File: src/rtl/alu_seq_ctrl_pkg.sv
// -----------------------------------------------------------------------------
// alu_pkg
// Shared definitions for the ALU sequencer: ALU op encodings, controller state
// encoding and the default datapath width.
// Optional build macro used elsewhere in this slice: ALU_SEQ_FLAGS_EN.
// -----------------------------------------------------------------------------
package alu_pkg;

   localparam int ALU_W_DEF = 4;

   typedef enum logic [2:0] {
      ALU_ADD = 3'b000,
      ALU_SUB = 3'b001,
      ALU_NOT = 3'b010,
      ALU_AND = 3'b011,
      ALU_OR  = 3'b100,
      ALU_XOR = 3'b101,
      ALU_RSV = 3'b110,
      ALU_EQ  = 3'b111
   } alu_op_e;

   typedef enum logic [1:0] {
      S_IDLE  = 2'b00,
      S_ISSUE = 2'b01,
      S_DONE  = 2'b10
   } state_e;

endpackage

File: src/rtl/alu_seq_ctrl_if.sv
// -----------------------------------------------------------------------------
// alu_seq_ctrl_if
// Bundles the two requester channels, the ALU drive/result signals and the
// response channel of the ALU sequencer.
//   slave  : controller side (alu_seq_ctrl)
//   master : environment side (requesters, ALU, response consumer)
// Signals: reqN_valid/ready/a/b/op, alu_a/b/op, alu_res, rsp_valid/ready/id/
//          data, busy, and rsp_zero when ALU_SEQ_FLAGS_EN is defined.
// -----------------------------------------------------------------------------
interface alu_seq_ctrl_if
   import alu_pkg::*;
#(
   parameter int W = ALU_W_DEF
);
   logic         req0_valid;
   logic         req0_ready;
   logic [W-1:0] req0_a;
   logic [W-1:0] req0_b;
   logic [2:0]   req0_op;

   logic         req1_valid;
   logic         req1_ready;
   logic [W-1:0] req1_a;
   logic [W-1:0] req1_b;
   logic [2:0]   req1_op;

   logic [W-1:0] alu_a;
   logic [W-1:0] alu_b;
   logic [2:0]   alu_op;
   logic [W-1:0] alu_res;

   logic         rsp_valid;
   logic         rsp_ready;
   logic         rsp_id;
   logic [W-1:0] rsp_data;
`ifdef ALU_SEQ_FLAGS_EN
   logic         rsp_zero;
`endif
   logic         busy;

   modport slave (
      input  req0_valid, req0_a, req0_b, req0_op,
      output req0_ready,
      input  req1_valid, req1_a, req1_b, req1_op,
      output req1_ready,
      output alu_a, alu_b, alu_op,
      input  alu_res,
      output rsp_valid, rsp_id, rsp_data,
`ifdef ALU_SEQ_FLAGS_EN
      output rsp_zero,
`endif
      input  rsp_ready,
      output busy
   );

   modport master (
      output req0_valid, req0_a, req0_b, req0_op,
      input  req0_ready,
      output req1_valid, req1_a, req1_b, req1_op,
      input  req1_ready,
      input  alu_a, alu_b, alu_op,
      output alu_res,
      input  rsp_valid, rsp_id, rsp_data,
`ifdef ALU_SEQ_FLAGS_EN
      input  rsp_zero,
`endif
      output rsp_ready,
      input  busy
   );

endinterface

File: src/rtl/alu_seq_ctrl_rr_arb2.sv
// -----------------------------------------------------------------------------
// rr_arb2
// Combinational 2-way round-robin arbiter. The history bit is held by the
// caller and passed in as i_last_grant.
//   i_valid[1:0]  request lines (bit N = requester N)
//   i_last_grant  requester granted most recently
//   i_en          arbitration enable; no grant when low
//   o_grant[1:0]  one-hot grant
//   o_grant_id    index of the granted requester (0 when nothing granted)
// -----------------------------------------------------------------------------
module rr_arb2 (
   input  logic [1:0] i_valid,
   input  logic       i_last_grant,
   input  logic       i_en,
   output logic [1:0] o_grant,
   output logic       o_grant_id
);

   always_comb begin
      o_grant    = 2'b00;
      o_grant_id = 1'b0;
      if (i_en) begin
         case (i_valid)
            2'b01: begin
               o_grant    = 2'b01;
               o_grant_id = 1'b0;
            end
            2'b10: begin
               o_grant    = 2'b10;
               o_grant_id = 1'b1;
            end
            2'b11: begin
               // Contention: whoever did not win last time goes now.
               o_grant_id = ~i_last_grant;
               o_grant    = i_last_grant ? 2'b01 : 2'b10;
            end
            default: begin
               o_grant    = 2'b00;
               o_grant_id = 1'b0;
            end
         endcase
      end
   end

endmodule

File: src/rtl/alu_seq_ctrl.sv
// -----------------------------------------------------------------------------
// alu_seq_ctrl
// Sequencer/arbiter in front of a shared combinational ALU. Accepts one
// operand/op transaction at a time from two requesters (round-robin), drives
// the ALU from registers, waits ALU_LAT cycles, samples the result and returns
// it on a valid/ready response channel tagged with the requester ID.
//   clk  : clock, rising edge
//   rst  : asynchronous active-high reset
//   bus  : alu_seq_ctrl_if.slave (requesters, ALU drive/result, response, busy)
// Parameters: W (datapath width), ALU_LAT (settle cycles, 1..15).
// Build macro ALU_SEQ_FLAGS_EN adds the registered rsp_zero flag.
// -----------------------------------------------------------------------------
module alu_seq_ctrl
   import alu_pkg::*;
#(
   parameter int W       = ALU_W_DEF,
   parameter int ALU_LAT = 1
) (
   input  logic          clk,
   input  logic          rst,
   alu_seq_ctrl_if.slave bus
);

   if (ALU_LAT < 1 || ALU_LAT > 15) begin : g_bad_lat
      $error("alu_seq_ctrl: ALU_LAT must be within 1..15");
   end

   localparam logic [3:0] CNT_LOAD = 4'(ALU_LAT);

   state_e       r_state;
   state_e       w_state_nxt;
   logic         r_last_grant;
   logic [3:0]   r_cnt;
   logic         r_id;
   logic [W-1:0] r_alu_a;
   logic [W-1:0] r_alu_b;
   logic [2:0]   r_alu_op;
   logic         r_rsp_valid;
   logic         r_rsp_id;
   logic [W-1:0] r_rsp_data;
`ifdef ALU_SEQ_FLAGS_EN
   logic         r_rsp_zero;
`endif

   logic [1:0]   w_grant;
   logic         w_grant_id;
   logic         w_arb_en;
   logic         w_accept;
   logic         w_busy;
   logic         w_sample;
   logic [W-1:0] w_req_a;
   logic [W-1:0] w_req_b;
   logic [2:0]   w_req_op;

   rr_arb2 u_arb (
      .i_valid      ({bus.req1_valid, bus.req0_valid}),
      .i_last_grant (r_last_grant),
      .i_en         (w_arb_en),
      .o_grant      (w_grant),
      .o_grant_id   (w_grant_id)
   );

   // A grant is only ever issued to a valid requester, so any grant is an accept.
   assign w_accept = |w_grant;
   assign w_sample = (r_state == S_ISSUE) && (r_cnt == 4'd1);

   assign w_req_a  = w_grant_id ? bus.req1_a  : bus.req0_a;
   assign w_req_b  = w_grant_id ? bus.req1_b  : bus.req0_b;
   assign w_req_op = w_grant_id ? bus.req1_op : bus.req0_op;

   // FSM: state register
   always_ff @(posedge clk or posedge rst) begin
      if (rst) r_state <= S_IDLE;
      else     r_state <= w_state_nxt;
   end

   // FSM: next state
   always_comb begin
      w_state_nxt = r_state;
      case (r_state)
         S_IDLE:  if (w_accept)      w_state_nxt = S_ISSUE;
         S_ISSUE: if (r_cnt == 4'd1) w_state_nxt = S_DONE;
         S_DONE:  if (bus.rsp_ready) w_state_nxt = S_IDLE;
         default:                    w_state_nxt = S_IDLE;
      endcase
   end

   // FSM: outputs
   always_comb begin
      w_arb_en = (r_state == S_IDLE);
      w_busy   = (r_state != S_IDLE);
   end

   // Operand/op capture, settle counter, arbitration history and response.
   // ALU drive registers keep their value until the next accept.
   always_ff @(posedge clk or posedge rst) begin
      if (rst) begin
         r_last_grant <= 1'b1;
         r_cnt        <= 4'd0;
         r_id         <= 1'b0;
         r_alu_a      <= '0;
         r_alu_b      <= '0;
         r_alu_op     <= 3'b000;
         r_rsp_valid  <= 1'b0;
         r_rsp_id     <= 1'b0;
         r_rsp_data   <= '0;
`ifdef ALU_SEQ_FLAGS_EN
         r_rsp_zero   <= 1'b0;
`endif
      end else begin
         if (r_state == S_IDLE && w_accept) begin
            r_alu_a      <= w_req_a;
            r_alu_b      <= w_req_b;
            r_alu_op     <= w_req_op;
            r_id         <= w_grant_id;
            r_last_grant <= w_grant_id;
            r_cnt        <= CNT_LOAD;
         end
         if (r_state == S_ISSUE) begin
            r_cnt <= r_cnt - 4'd1;
         end
         if (w_sample) begin
            r_rsp_data  <= bus.alu_res;
            r_rsp_id    <= r_id;
            r_rsp_valid <= 1'b1;
`ifdef ALU_SEQ_FLAGS_EN
            r_rsp_zero  <= (bus.alu_res == '0);
`endif
         end
         if (r_state == S_DONE && bus.rsp_ready) begin
            r_rsp_valid <= 1'b0;
         end
      end
   end

   assign bus.req0_ready = w_grant[0];
   assign bus.req1_ready = w_grant[1];
   assign bus.alu_a      = r_alu_a;
   assign bus.alu_b      = r_alu_b;
   assign bus.alu_op     = r_alu_op;
   assign bus.rsp_valid  = r_rsp_valid;
   assign bus.rsp_id     = r_rsp_id;
   assign bus.rsp_data   = r_rsp_data;
`ifdef ALU_SEQ_FLAGS_EN
   assign bus.rsp_zero   = r_rsp_zero;
`endif
   assign bus.busy       = w_busy;

endmodule

File: src/flat_wrapper.sv
// flat-port wrapper written by rule: the top's interface ports become plain ports
module alu_seq_ctrl_flat import alu_pkg::*;
#(
   parameter int W       = ALU_W_DEF,
   parameter int ALU_LAT = 1
)
  (clk, rst, bus_req0_valid, bus_req0_a, bus_req0_b, bus_req0_op, bus_req0_ready, bus_req1_valid, bus_req1_a, bus_req1_b, bus_req1_op, bus_req1_ready, bus_alu_a, bus_alu_b, bus_alu_op, bus_alu_res, bus_rsp_valid, bus_rsp_id, bus_rsp_data, bus_rsp_ready, bus_busy);
  alu_seq_ctrl_if #(.W(W)) bus_i ();
  input  logic clk;
  input  logic rst;
  input wire logic [$bits(bus_i.req0_valid)-1:0] bus_req0_valid;
  input wire logic [$bits(bus_i.req0_a)-1:0] bus_req0_a;
  input wire logic [$bits(bus_i.req0_b)-1:0] bus_req0_b;
  input wire logic [$bits(bus_i.req0_op)-1:0] bus_req0_op;
  output wire logic [$bits(bus_i.req0_ready)-1:0] bus_req0_ready;
  input wire logic [$bits(bus_i.req1_valid)-1:0] bus_req1_valid;
  input wire logic [$bits(bus_i.req1_a)-1:0] bus_req1_a;
  input wire logic [$bits(bus_i.req1_b)-1:0] bus_req1_b;
  input wire logic [$bits(bus_i.req1_op)-1:0] bus_req1_op;
  output wire logic [$bits(bus_i.req1_ready)-1:0] bus_req1_ready;
  output wire logic [$bits(bus_i.alu_a)-1:0] bus_alu_a;
  output wire logic [$bits(bus_i.alu_b)-1:0] bus_alu_b;
  output wire logic [$bits(bus_i.alu_op)-1:0] bus_alu_op;
  input wire logic [$bits(bus_i.alu_res)-1:0] bus_alu_res;
  output wire logic [$bits(bus_i.rsp_valid)-1:0] bus_rsp_valid;
  output wire logic [$bits(bus_i.rsp_id)-1:0] bus_rsp_id;
  output wire logic [$bits(bus_i.rsp_data)-1:0] bus_rsp_data;
  input wire logic [$bits(bus_i.rsp_ready)-1:0] bus_rsp_ready;
  output wire logic [$bits(bus_i.busy)-1:0] bus_busy;
  assign bus_i.req0_valid = bus_req0_valid;
  assign bus_i.req0_a = bus_req0_a;
  assign bus_i.req0_b = bus_req0_b;
  assign bus_i.req0_op = bus_req0_op;
  assign bus_req0_ready = bus_i.req0_ready;
  assign bus_i.req1_valid = bus_req1_valid;
  assign bus_i.req1_a = bus_req1_a;
  assign bus_i.req1_b = bus_req1_b;
  assign bus_i.req1_op = bus_req1_op;
  assign bus_req1_ready = bus_i.req1_ready;
  assign bus_alu_a = bus_i.alu_a;
  assign bus_alu_b = bus_i.alu_b;
  assign bus_alu_op = bus_i.alu_op;
  assign bus_i.alu_res = bus_alu_res;
  assign bus_rsp_valid = bus_i.rsp_valid;
  assign bus_rsp_id = bus_i.rsp_id;
  assign bus_rsp_data = bus_i.rsp_data;
  assign bus_i.rsp_ready = bus_rsp_ready;
  assign bus_busy = bus_i.busy;
  alu_seq_ctrl #(.W(W), .ALU_LAT(ALU_LAT)) u_core (.clk(clk), .rst(rst), .bus(bus_i));
endmodule
File: config.mk
export PLATFORM = sky130hd
export DESIGN_NAME = alu_seq_ctrl_flat
export DESIGN_NICKNAME = d
export VERILOG_FILES = /design/src/rtl/alu_seq_ctrl_pkg.sv /design/src/rtl/alu_seq_ctrl_if.sv /design/src/rtl/alu_seq_ctrl_rr_arb2.sv /design/src/rtl/alu_seq_ctrl.sv /design/src/flat_wrapper.sv
export SDC_FILE = /design/constraint.sdc
export NUM_CORES = 1
export LEC_CHECK = 0
export CORE_MARGIN = 3
export CORE_UTILIZATION = 45
export CTS_CLUSTER_DIAMETER = 100
export DETAILED_ROUTE_END_ITERATION = 10
export PLACE_DENSITY = 0.84
export SLEW_MARGIN = 30
export SYNTH_ARGS = -nofsm -noshare
export SYNTH_HDL_FRONTEND = slang
export SYNTH_HIERARCHICAL = 1
export SYNTH_SLANG_ARGS = --single-unit
File: constraint.sdc
create_clock -name clk -period 3.4 [get_ports clk]
set_clock_uncertainty 0.15 [all_clocks]
set_input_delay 0.68 -clock clk [delete_from_list [all_inputs] [get_ports clk]]
set_output_delay 0.68 -clock clk [all_outputs]
set_load 0.01 [all_outputs]
==> impl_metrics.py <==
metrics = {
    "run_status": {
        "status": "completed",
    },
    "timing": {
        "final_hold_viol_count": 0,
        "tightest_slew_ps": 511,
        "rsz0062_at_grt": "false",
        "final-setup-viol-count": 0,
        "drv_slew": 0,
        "relSlewSlack_pct": 65.9,
        "fmax_mhz": 335,
        "finalCriticalPeriod_ps": 2990,
        "fin_crit_sh_pct": 87.9,
        "final.setup.tns_ps": 0,
    },
    "job": {
        "drv_cap": 0,
    },
    "layout": {
        "nets": 180,
        "instances_no_fill": 176,
        "antennaDiodeCount": 0,
        "drive_above_1_share_pct": 19.2,
        "final_design_area_no_fill_sq_um": 1760,
        "ff_latch_area_sq_um": 627,
        "multi_input_area_sq_um": 539,
        "syn_to_final_growth_pct": 44.4,
        "fillers": 194,
    },
    "place": {
        "port_buffers": 50,
        "place_hpwl_mm": 2.13,
        "place.gp.congestion": 0.815,
        "dpl_cell_area_sq_um": 1730,
        "place_inst": 172,
    },
    "setup_path": {
        "cp.required_ps": 2570,
        "slowest_stage": "clkdlybuf4s50_1",
        "path_class": "flip-flop to primary output",
        "path_buf_inv": 2,
        "cpLargestDelayFamily": "buffers and inverters",
        "path_cells": "or2_1 -> inv_1 -> nand2_1 -> a21oi_1 -> clkdlybuf4s50_1",
        "crit_path_max_incr_delay_ps": 590,
        "ff2ff_setup_slack_ps": 1060,
        "end_kind": "primary output",
        "crit_arrival_ps": 2160,
        "critical_path.max_fanout": 6,
        "worst_setup_path_start_kind": "flip-flop",
    },
    "route": {
        "dr_total_vias": 947,
        "vias_per_cell": 5.38,
        "first_pass_iters": 4,
        "wire_per_inst_um": 15.5,
        "antenna_left": 0,
        "drc": 0,
        "first_iter_violations": 17,
        "finalWirelength_mm": 2.72,
    },
    "pwr": {
        "p_leak_nw": 0.742,
        "power-per-cell-area_nw_per_um2": 809,
        "peakVddDrop_mv": 0.633,
    },
    "clock_network": {
        "postCtsSetupRepairBufs": 0,
        "clock_latency_ps": 330,
        "cts_hold_buf": 0,
        "numClockSinks": 25,
        "cts_buffer_depth": 2,
        "cts_resized": 0,
        "cts_tree": "done",
        "htree_num_levels": 1,
        "cts_buffers": 3,
        "cts.clk_slew.worst_paths_ps": 140,
        "cts-root-buf": "clkbuf_4",
    },
    "global_route": {
        "track_usage_pct": 18.7,
        "grt_pass1_wl_mm": 4.72,
        "grt_pass1_vias": 1076,
        "globalRouteOverflowTotal": 0,
        "use_met2_pct": 35.3,
        "grt_max_degree": 26,
        "antenna_found_initial": 0,
        "met3_usage_pct": 5.12,
        "grt_use_met1_pct": 18.7,
        "busiest_layer": "met2",
    },
    "yosys": {
        "synthFlopType": "dfrtp_1",
        "synth_edf_count": 0,
        "netlist_top_cells_count": "dfrtp_1 (24), mux2_2 (18), mux2_1 (11)",
        "ys_seq_elements": 25,
        "yosysMostFrequentCell": "dfrtp_1",
        "synth_top_area_share_pct": 49.2,
        "ys_seq_area_share_pct": 51.4,
        "synthTopCellsByArea": "dfrtp_1 (49%), mux2_2 (17%), mux2_1 (10%)",
        "synth.avg_cell_area_sq_um": 13.0,
        "yosys.area.top_type": "dfrtp_1",
        "synth_cell_types": 26,
        "yosysWarnings": 6,
        "ys_async_sr_fraction_pct": 100,
        "synth_area_sq_um": 1220,
        "syn-num-nets": 127,
        "synth_cells": 94,
    },
    "die": {
        "dieHeight_um": 58.1,
        "num_rows": 18,
        "ios": 51,
        "fp.dieArea_sq_um": 3370,
        "core_sq_um": 2520,
        "dieWidth_um": 58.1,
        "start_util_pct": 48.4,
    },
    "worst_hold_path": {
        "hold_class": "flip-flop to flip-flop",
    },
}
==> cell usage in the layout, fill, tap and decap left out, drive strengths merged, types with 2 or more instances in the layout <==
| cell type | synthesis | routed |
|---|---|---|
| mux2 | 29 | 29 |
| inv | 6 | 6 |
| dfrtp | 24 | 24 |
| a21oi | 4 | 4 |
| o211ai | 3 | 3 |
| clkdlybuf4s50 | 0 | 50 |
| clkbuf | 0 | 3 |
| o22ai | 2 | 2 |
| nor2 | 3 | 3 |
| ha | 2 | 2 |
| nand3b | 2 | 2 |
| nand2 | 6 | 6 |
==> area by class of cell <==
class	count	area share, %
flip-flops and latches	25	35.6
multi-input cells	60	30.6
repair buffers	51	28.8
well taps	30	2.13
clock buffers	3	1.28
inverters	6	1.28
clock inverters	1	0.284
==> report_power, final <==
group,internal (W),switching [W],leakage [nW]
Combinational,0.000432,0.000326,0.426
Sequential,0.000443,0.0000887,0.298
Clock,0.0000442,0.0000914,0.0177
==> final timing paths <==
path,from,endpoint,cells after the start
min in group asynchronous,rst,u_core/bus.alu_a[1],2
max in group asynchronous,rst,u_core/r_last_grant,2
hold / removal,u_core/bus.alu_b[3],u_core/bus.alu_b[3],1
setup / recovery,u_core/r_state[0],bus_req0_ready,5
setup reg to reg,u_core/r_state[0],u_core/bus.alu_a[2],7
hold reg to reg,u_core/bus.alu_b[3],u_core/bus.alu_b[3],1
==> per-layer routing <==
layer	vias to the layer above	wire, um
li1	434	-
met1	473	948
met2	34	1530
met3	6	194
met4	0	46
met5	-	0
==> cell families (layout without fill, tap and decap cells) <==
kind of cell,count (synthesis),count (layout),share of synthesized area [%]
AOI/OAI and AO/OA,12,12,6.05
xor gates and xnor gates,1,1,0.718
adders and majority gates,2,2,2.05
buffers and inverters,9,61,4.41
DFF,25,25,51.4
muxes,29,29,26.8
and+or+nand+nor,16,16,8.62
==> state kept, by name (all words and copies together), names as in the netlist, 2 cells and up <==
name                 cells
u_core/bus.alu_a         4
u_core/bus.alu_b         4
u_core/bus.alu_op        3
u_core/bus.rsp_data      4
u_core/r_cnt             4
u_core/r_state           2
==> metrics by stage <==
step / utilization [%] / hold slack [ps] / total power (W) / setup slack, ps
2_1_floorplan: - / 304 / 0.000971 / 1130
3_3_place_gp: 68.8 / 316 / 0.00126 / 599
3_5_place_dp: 68.8 / 326 / 0.00130 / 522
4_1_cts: 69.8 / 358 / 0.00144 / 423
5_1_grt: 69.8 / 378 / 0.00153 / 329
6_report: 69.8 / 348 / 0.00142 / 413
==> worst register-to-register path: stages, from the launching register on <==
cell     delay, ps
dfrtp_1        450
or2_1          380
inv_1          140
nand2_1         90
a21oi_1        140
buf_4          230
mux2_2         360
mux2_1         300
Power figures use the tool's default switching activity.
